$ cat src/rtl/ray_tri_sequencer.sv
// Streams every triangle of the scene past the intersection unit for one ray
// and keeps the nearest valid hit; equal t keeps the earlier index.
module ray_tri_sequencer #(
    parameter int ADDR_W = 10
) (
    input  logic              i_clk,
    input  logic              i_rstn,
    input  logic              i_ray_valid,
    output logic              o_ray_ready,
    input  logic [191:0]      i_ray,
    input  logic [ADDR_W:0]   i_tri_count,
    output logic              o_mem_rd,
    output logic [ADDR_W-1:0] o_mem_addr,
    input  logic [287:0]      i_mem_data,
    output logic [287:0]      o_isect_tri,
    output logic [191:0]      o_isect_ray,
    input  logic              i_isect_result,
    input  logic              i_isect_overflow,
    input  logic [31:0]       i_isect_t,
    output logic              o_hit_valid,
    input  logic              i_hit_ready,
    output logic              o_hit,
    output logic [ADDR_W-1:0] o_hit_idx,
    output logic [31:0]       o_hit_t,
    output logic              o_overflow,
    output logic [1:0]        o_dbg_state
);

    // Handshakes: a transfer happens on a rising edge where valid and ready
    // are both high; the offering side holds its data stable until then.
    typedef enum logic [1:0] {IDLE, RUN, DRAIN, DONE} state_t;

    localparam logic [ADDR_W:0] ONE = {{ADDR_W{1'b0}}, 1'b1};

    state_t            state;
    state_t            state_nxt;
    logic [ADDR_W:0]   count;
    logic [ADDR_W:0]   issue;
    logic [ADDR_W-1:0] eval_idx;
    logic              eval_valid;
    logic              accept;
    logic              last_issue;
    logic              better;

    assign accept      = i_ray_valid && o_ray_ready;
    assign last_issue  = (issue == (count - ONE));
    assign o_mem_addr  = issue[ADDR_W-1:0];
    assign o_isect_tri = i_mem_data;
    assign o_dbg_state = state;

    // A fresh hit always wins; otherwise only a strictly smaller signed t.
    assign better = i_isect_result &&
                    (!o_hit || ($signed(i_isect_t) < $signed(o_hit_t)));

    always_comb begin
        state_nxt   = state;
        o_ray_ready = 1'b0;
        o_mem_rd    = 1'b0;
        o_hit_valid = 1'b0;
        case (state)
            IDLE: begin
                o_ray_ready = 1'b1;
                if (i_ray_valid) begin
                    state_nxt = (i_tri_count == '0) ? DONE : RUN;
                end
            end
            RUN: begin
                o_mem_rd = 1'b1;
                if (last_issue) begin
                    state_nxt = DRAIN;
                end
            end
            DRAIN: begin
                state_nxt = DONE;
            end
            DONE: begin
                o_hit_valid = 1'b1;
                if (i_hit_ready) begin
                    state_nxt = IDLE;
                end
            end
            default: begin
                state_nxt = IDLE;
            end
        endcase
    end

    always_ff @(posedge i_clk) begin
        if (!i_rstn) begin
            state       <= IDLE;
            count       <= '0;
            issue       <= '0;
            eval_idx    <= '0;
            eval_valid  <= 1'b0;
            o_isect_ray <= '0;
            o_hit       <= 1'b0;
            o_hit_idx   <= '0;
            o_hit_t     <= '0;
            o_overflow  <= 1'b0;
        end else begin
            state      <= state_nxt;
            eval_valid <= (state == RUN);
            eval_idx   <= issue[ADDR_W-1:0];

            if (accept) begin
                o_isect_ray <= i_ray;
                count       <= i_tri_count;
                issue       <= '0;
                o_hit       <= 1'b0;
                o_hit_idx   <= '0;
                o_hit_t     <= '0;
                o_overflow  <= 1'b0;
            end else if (state == RUN) begin
                issue <= issue + ONE;
            end

            // Result of the triangle issued on the previous cycle.
            if (eval_valid) begin
                if (i_isect_overflow) begin
                    o_overflow <= 1'b1;
                end else if (better) begin
                    o_hit     <= 1'b1;
                    o_hit_t   <= i_isect_t;
                    o_hit_idx <= eval_idx;
                end
            end
        end
    end

endmodule

$ cat config.mk
export PLATFORM = sky130hd
export DESIGN_NAME = ray_tri_sequencer
export DESIGN_NICKNAME = d
export VERILOG_FILES = /design/src/rtl/ray_tri_sequencer.sv
export SDC_FILE = /design/constraint.sdc
export NUM_CORES = 1
export LEC_CHECK = 0
export CAP_MARGIN = 25
export CORE_AREA = 4 4 410 412
export DETAILED_ROUTE_END_ITERATION = 8
export DIE_AREA = 0 0 414 416
export SYNTH_ARGS = -nofsm -noshare
export SYNTH_HDL_FRONTEND = slang
export SYNTH_SLANG_ARGS = --single-unit
$ cat constraint.sdc
create_clock -name i_clk -period 3.44 [get_ports i_clk]
set_input_delay 0.516 -clock i_clk [delete_from_list [all_inputs] [get_ports i_clk]]
set_output_delay 0.516 -clock i_clk [all_outputs]
set_load 0.02 [all_outputs]
### Word-level counts from Yosys, hierarchy flattened

Index checks and enable logic that the tools add are counted.
W data, S select, Z words.

| word-level totals | value |
|---|---|
| register bits | 271 |
| word-level logic and storage cells | 52 |
| bits in latches | 0 |
| output and inout port bits | 539 |
| bits of input ports | 529 |
| ROM bits | 0 |
| memories kept | 0 |
| RAM bits | 0 |

| cells by class | value |
|---|---|
| multipliers | 0 |
| bitwise operators | 1 |
| equal/unequal tests | 7 |
| reduce and logical (&&, ||, !) cells | 8 |
| multiplexer cells | 23 |
| add/sub/neg operators | 2 |
| divide/modulo/power cells | 0 |
| shift-type cells | 0 |
| $lt $le $gt $ge | 1 |

Operator list:

| cell | number |
|---|---|
| $mux W32 | 4 |
| $mux W10 | 4 |
| $lt A32 B32 Y1 | 1 |
| $add A11 B1 Y11 const B | 1 |
| $eq A11 B11 Y1 | 1 |
| $logic_not A11 Y1 | 1 |
| $sub A11 B1 Y11 const B | 1 |
| $mux W1 | 10 |
| $mux W2 | 4 |
| $pmux W2 S4 | 1 |
| $ne A2 B2 Y1 const B | 3 |
| $eq A2 B2 Y1 const B | 2 |
| $reduce_and A3 Y1 | 1 |
| $eq A2 B1 Y1 const B | 1 |
| $logic_and A1 B1 Y1 | 2 |
| $logic_not A2 Y1 | 1 |
| $reduce_or A2 Y1 | 1 |
| $logic_not A1 Y1 | 1 |
| $logic_or A1 B1 Y1 | 1 |
| $not A1 Y1 | 1 |

### Depth between registers and ports, before layout

| depth | value |
|---|---|
| word-level depth | 7 |
| mapped depth | 12 |
| gate-level depth less buffers | 10 |

### Worst setup path before layout

Ideal clock, no wire load.

| timing path | value |
|---|---|
| kind | input port to flip-flop |
| start point | in i_isect_t[2] |
| end point | reg o_hit_t[10] |
| arrival | 2.569 ns |
| path buffers | 2 |
| setup slack | 0.799 ns |
| library setup time | 0.072 ns |
| cell stages on the path | 10 |
| data required time | 3.368 ns |
| path through | ha_1 -> o211ai_1 -> a2111o_1 -> a211oi_1 -> o311ai_1 -> a21o_1 -> a311oi_1 -> buf_2 -> buf_6 -> mux2i_1 |

| between the ends | value |
|---|---|
| word-level cells in the longest chain between the ends | 6 |

RTL lines:

| what | RTL line | RTL |
|---|---|---|
| start, declared | 19 | `input logic [31:0] i_isect_t,` |
| $lt A32 B32 Y1 | 53 | `(!o_hit \|\| ($signed(i_isect_t) < $signed(o_hit_t)));` |
| $logic_or A1 B1 Y1 | 53 |  |
| $logic_and A1 B1 Y1 | 52 | `assign better = i_isect_result &&` |
| $mux W32 | 121 | `end else if (better) begin` |
| $mux W32 | 119 | `if (i_isect_overflow) begin` |
| $mux W32 | 118 | `if (eval_valid) begin` |
| end signal, assigned | 123 | `o_hit_t <= i_isect_t;` |
| end, declared | 24 | `output logic [31:0] o_hit_t,` |

Every way passes these cells.
A chain may end at the register's enable or synchronous reset.

### Worst setup path in the final report

| timing path | value |
|---|---|
| start point | in i_isect_t[5] |
| end point | reg o_hit_t[26] |

Same word-level chain as after synthesis.

==> metrics.sh <==
FINAL_NET_COUNT=2391
FINAL_COUNT_OF_PINS_VIOLATING_MAX_SLEW=0
MIN_PATH_TYPE='input port to flip-flop'
POST_CTS_HOLD_BUFFER_COUNT=0
WORST_CLOCK_SKEW_NS=0.0384
TOTAL_POWER_mW=11.8
SYN-MEAN-INSTANCE-AREA_SQ_UM=8.24
PERIOD_NEEDED_NS=3.25
DR_TOTAL_VIAS=12000
INTPOWER_mW=7.50
SYNTH.YOSYS.SEQ_AREA_SHARE=0.402
DIE_H_UM=416
CAP_VIOLATIONS=0
N_FILL_CELL=19000
P_CLK_FRAC=0.350
GP_WEIGHTED_CONGESTION=0.862
POSTSYNTHCELLCOUNT=1638
SETUP-VIOLATIONS-FINAL=0
DESIGN.PORTCOUNT=1068
AREA_DELTA_SYNTH_FINAL_PCT=50.8
GRT_MAX_DEGREE=130
TRITONCTS='yes'
CLOCKROOTBUFFER='sky130_fd_sc_hd__clkbuf_16'
HOLD_VIOL=0
POWER.SWITCHING_mW=4.29
PLACE_HPWL_UM=78900
CRITICAL_PATH.MAX_FANOUT=11
SYNTH_FF_TYPE='sky130_fd_sc_hd__dfxtp_1'
SYN-CELL-AREA_SQ_MM=0.0135
FLOORPLAN.DIE.WIDTH_UM=414
WORSTSETUPSTARTPOINTTYPE='input port'
POST-ROUTE-DRC-COUNT=0
WORST_SLEW_MARGIN_REL=0.527
CP.ARRIVAL_NS=3.78
FLOORPLAN.DIE_AREA_SQ_MM=0.172
POWER_SWITCHING_SHARE=0.364
CLKSINKCOUNT=271
PERIOD_SHARE=0.946
LEAKAGEPOWER_nW=6.64
GR-TOTAL-OVERFLOW=0
POSTSYNTH.ASYNCRESETSHARE=0
PLACE.PORT_BUFFERS=491
WORST_SLEW_PIN_SLEW_NS=0.707
FIRST_GLOBAL_VIAS=12000
SYNTH_FP_NETS=2204
WORST_SETUP_PATH_END_KIND='flip-flop'
WORST_SETUP_HOLD_PATH_CLK_SLEW_NS=0.06
AREA_SHARE_OF_THE_LEADING_CELL_TYPE_IN_THE_SYNTHESIZED_NETLIST=0.402
SYNTH.FF_LATCH_COUNT=271
INITIAL_CORE_UTIL=0.0821
SYNTHESIS.YOSYS.WARNINGS=0
POWER.IR.VDD_WORST_mV=0.503
NETLIST-CELL-TYPE-COUNT=52
GRT_UTIL_ALL_LAYERS=0.103
ANTENNA_FOUND_INITIAL=66
SYNTH_AREA_LEADER_CELL='sky130_fd_sc_hd__dfxtp_1'
DETAIL_ROUTE.WIRELENGTH_UM=93600
MAX_CLK_RATE_MHz=307
INSERTION_DELAY_TO_THE_LATER_SINK_OF_THE_WORST_SKEW_PAIR_NS=0.61
ROW_COUNT=149
PLACE_WS_NS=-0.676
WL_PER_CELL_UM=23.1
CLOCK_TREE.HTREE_LEVEL_COUNT=2
VIAS_PER_CELL=2.97
WIRE_LENGTH_OF_THE_FIRST_GLOBAL_ROUTING_PASS_UM=119000
COMBPWRFRAC=0.326
SYNTH-EDFF-COUNT=0
SEQUENTIAL_GROUP_SHARE_OF_TOTAL_POWER=0.323
DRT-PASS1-ITER-COUNT=5
CP_DATA_REQUIRED_TIME_NS=3.97
RUN_STATUS='completed'
WORST-SETUP-PATH-TYPE='input port to flip-flop'
FINAL_WORST_SETUP_SLACK_NS=0.186
DRT-INITIAL-DRC-COUNT=692
DESIGN.CORE.AREA_SQ_MM=0.164
POWER_DENSITY_mW_PER_MM2=579
CTS_INSERTED_BUFFERS=38
POSTROUTEANTENNANETS=0
DRIVE_ABOVE_1_SHARE=0.0659
LEADING_POST_SYNTHESIS_CELLS_BY_CELL_AREA='sky130_fd_sc_hd__dfxtp_1, sky130_fd_sc_hd__buf_4, sky130_fd_sc_hd__nand2_1'
CTS.PATH.MAX_BUFFERS=3
what timing repair did:
| item | CTS | global route |
|---|---|---|
| setup buffers | 0 | 3 |
| pin swaps | 0 | 3 |
| gates resized for setup | 1 | 6 |
| gates cloned | 0 | 1 |
| setup endpoints to repair | 42 | 43 |
routing by layer:
metal	vias up	global-route usage	part of all wire	wire (um)
met5	-	0.0425	0.011	1020
met1	5434	0.0969	0.33	31000
met3	261	0.0958	0.20	18500
met2	977	0.157	0.42	39300
met4	12	0.0298	0.039	3660
li1	5348	-	-	-
final cells by class:
class                           instances  area [sq um]  share of cell area
Sequential cell                       271          5430               0.267
Timing Repair Buffer                  537          5400               0.265
Tap cell                             2189          2740               0.135
Antenna cell                            7          17.5            0.000861
Multi-Input combinational cell        935          5340               0.262
Clock buffer                           50          1090              0.0534
Inverter                               42           158             0.00775
Clock inverter                         17           184             0.00904
synthesized netlist by cell type (7+ instances only):
| master | instances |
|---|---|
| sky130_fd_sc_hd__dfxtp_1 | 271 |
| sky130_fd_sc_hd__a21boi_0 | 203 |
| sky130_fd_sc_hd__ha_1 | 37 |
| sky130_fd_sc_hd__inv_1 | 42 |
| sky130_fd_sc_hd__xor2_1 | 7 |
| sky130_fd_sc_hd__xnor2_1 | 14 |
| sky130_fd_sc_hd__buf_1 | 8 |
| sky130_fd_sc_hd__clkbuf_1 | 76 |
| sky130_fd_sc_hd__buf_4 | 298 |
| sky130_fd_sc_hd__a21oi_1 | 17 |
| sky130_fd_sc_hd__mux2i_1 | 43 |
| sky130_fd_sc_hd__nor2_1 | 17 |
| sky130_fd_sc_hd__nand2_1 | 509 |
| sky130_fd_sc_hd__and2_1 | 14 |
final timing paths:
check                           cells past startpoint  slack, ns                          end                    from
worst max-delay path                               14       0.19       o_hit_t[26]$_SDFF_PN0_            i_isect_t[5]
worst min-delay path                                2       0.36  o_isect_ray[1]$_SDFFE_PN0P_                  i_rstn
worst max register to register                     14       0.20       o_hit_t[26]$_SDFF_PN0_   o_hit_t[5]$_SDFF_PN0_
worst min register to register                      2       0.45      o_hit_idx[7]$_SDFF_PN0_  eval_idx[7]$_SDFF_PN0_
cell families after synthesis:
kind of cell | share of synthesized area
AO/OA/AOI/OAI | 0.142
buffers and inverters | 0.207
XOR/XNOR | 0.0136
AND/OR/NAND/NOR | 0.170
adder cells (fa/ha/maj) | 0.0343
multiplexers | 0.0319
flip-flops | 0.402
flip-flops by register name, indices dropped and copies added (netlist names):
name	flops
count	11
eval_idx	10
eval_valid	1
issue	11
o_dbg_state	2
o_hit	1
o_hit_idx	10
o_hit_t	32
o_isect_ray	192
o_overflow	1
through the flow:
| stage | util | TNS (ns) | instance area, sq um | hold WS (ns) | std cells |
|---|---|---|---|---|---|
| finish | 0.124 | 0 | 20300 | 0.362 | 4048 |
| global route | 0.124 | -0.0379 | 20300 | 0.321 | 4044 |
| CTS | 0.123 | 0 | 20300 | 0.296 | 4037 |
| detailed placement | 0.115 | -27.51 | 19000 | 0.445 | 3970 |
| global placement | 0.115 | -29.60 | 19000 | 0.436 | 3970 |
| floorplan | - | 0 | 13500 | 0.424 | 1638 |
layout by cell type (no fill, tap or decap), drive strengths merged, types with 5 or more instances in the layout:
master / count
nand2: 509
clkdlybuf4s50: 490
dfxtp: 271
a21boi: 203
clkbuf: 52
inv: 45
buf: 45
mux2i: 43
ha: 37
a21oi: 18
nor2: 17
and2: 15
xnor2: 14
clkinv: 9
diode: 7
xor2: 7
nand4: 6
o21ai: 6
nor4: 6
a211oi: 5
power by group through the flow:
stage	sequential [mW]	combinational, mW	clock (mW)
3_5_place_dp	3.88	3.91	0
3_3_place_gp	3.86	3.87	0
4_1_cts	3.81	3.92	4.35
2_1_floorplan	4.31	1.86	0
6_report	3.81	3.85	4.13
5_1_grt	3.87	4.18	4.43
worst max-delay path, cell delays in order:
cell and delay [ns]:
sky130_fd_sc_hd__clkdlybuf4s50_1 0.44, sky130_fd_sc_hd__ha_1 0.36, sky130_fd_sc_hd__nand2_1 0.12, sky130_fd_sc_hd__buf_12 0.15, sky130_fd_sc_hd__a2111o_1 0.36, sky130_fd_sc_hd__a211oi_2 0.21, sky130_fd_sc_hd__buf_4 0.19, sky130_fd_sc_hd__o311ai_2 0.10
sky130_fd_sc_hd__buf_4 0.17, sky130_fd_sc_hd__a21o_1 0.18, sky130_fd_sc_hd__a311oi_4 0.35, sky130_fd_sc_hd__buf_4 0.18, sky130_fd_sc_hd__buf_4 0.22, sky130_fd_sc_hd__mux2i_1 0.21
No activity file was read; power rests on OpenSTA's default activity.
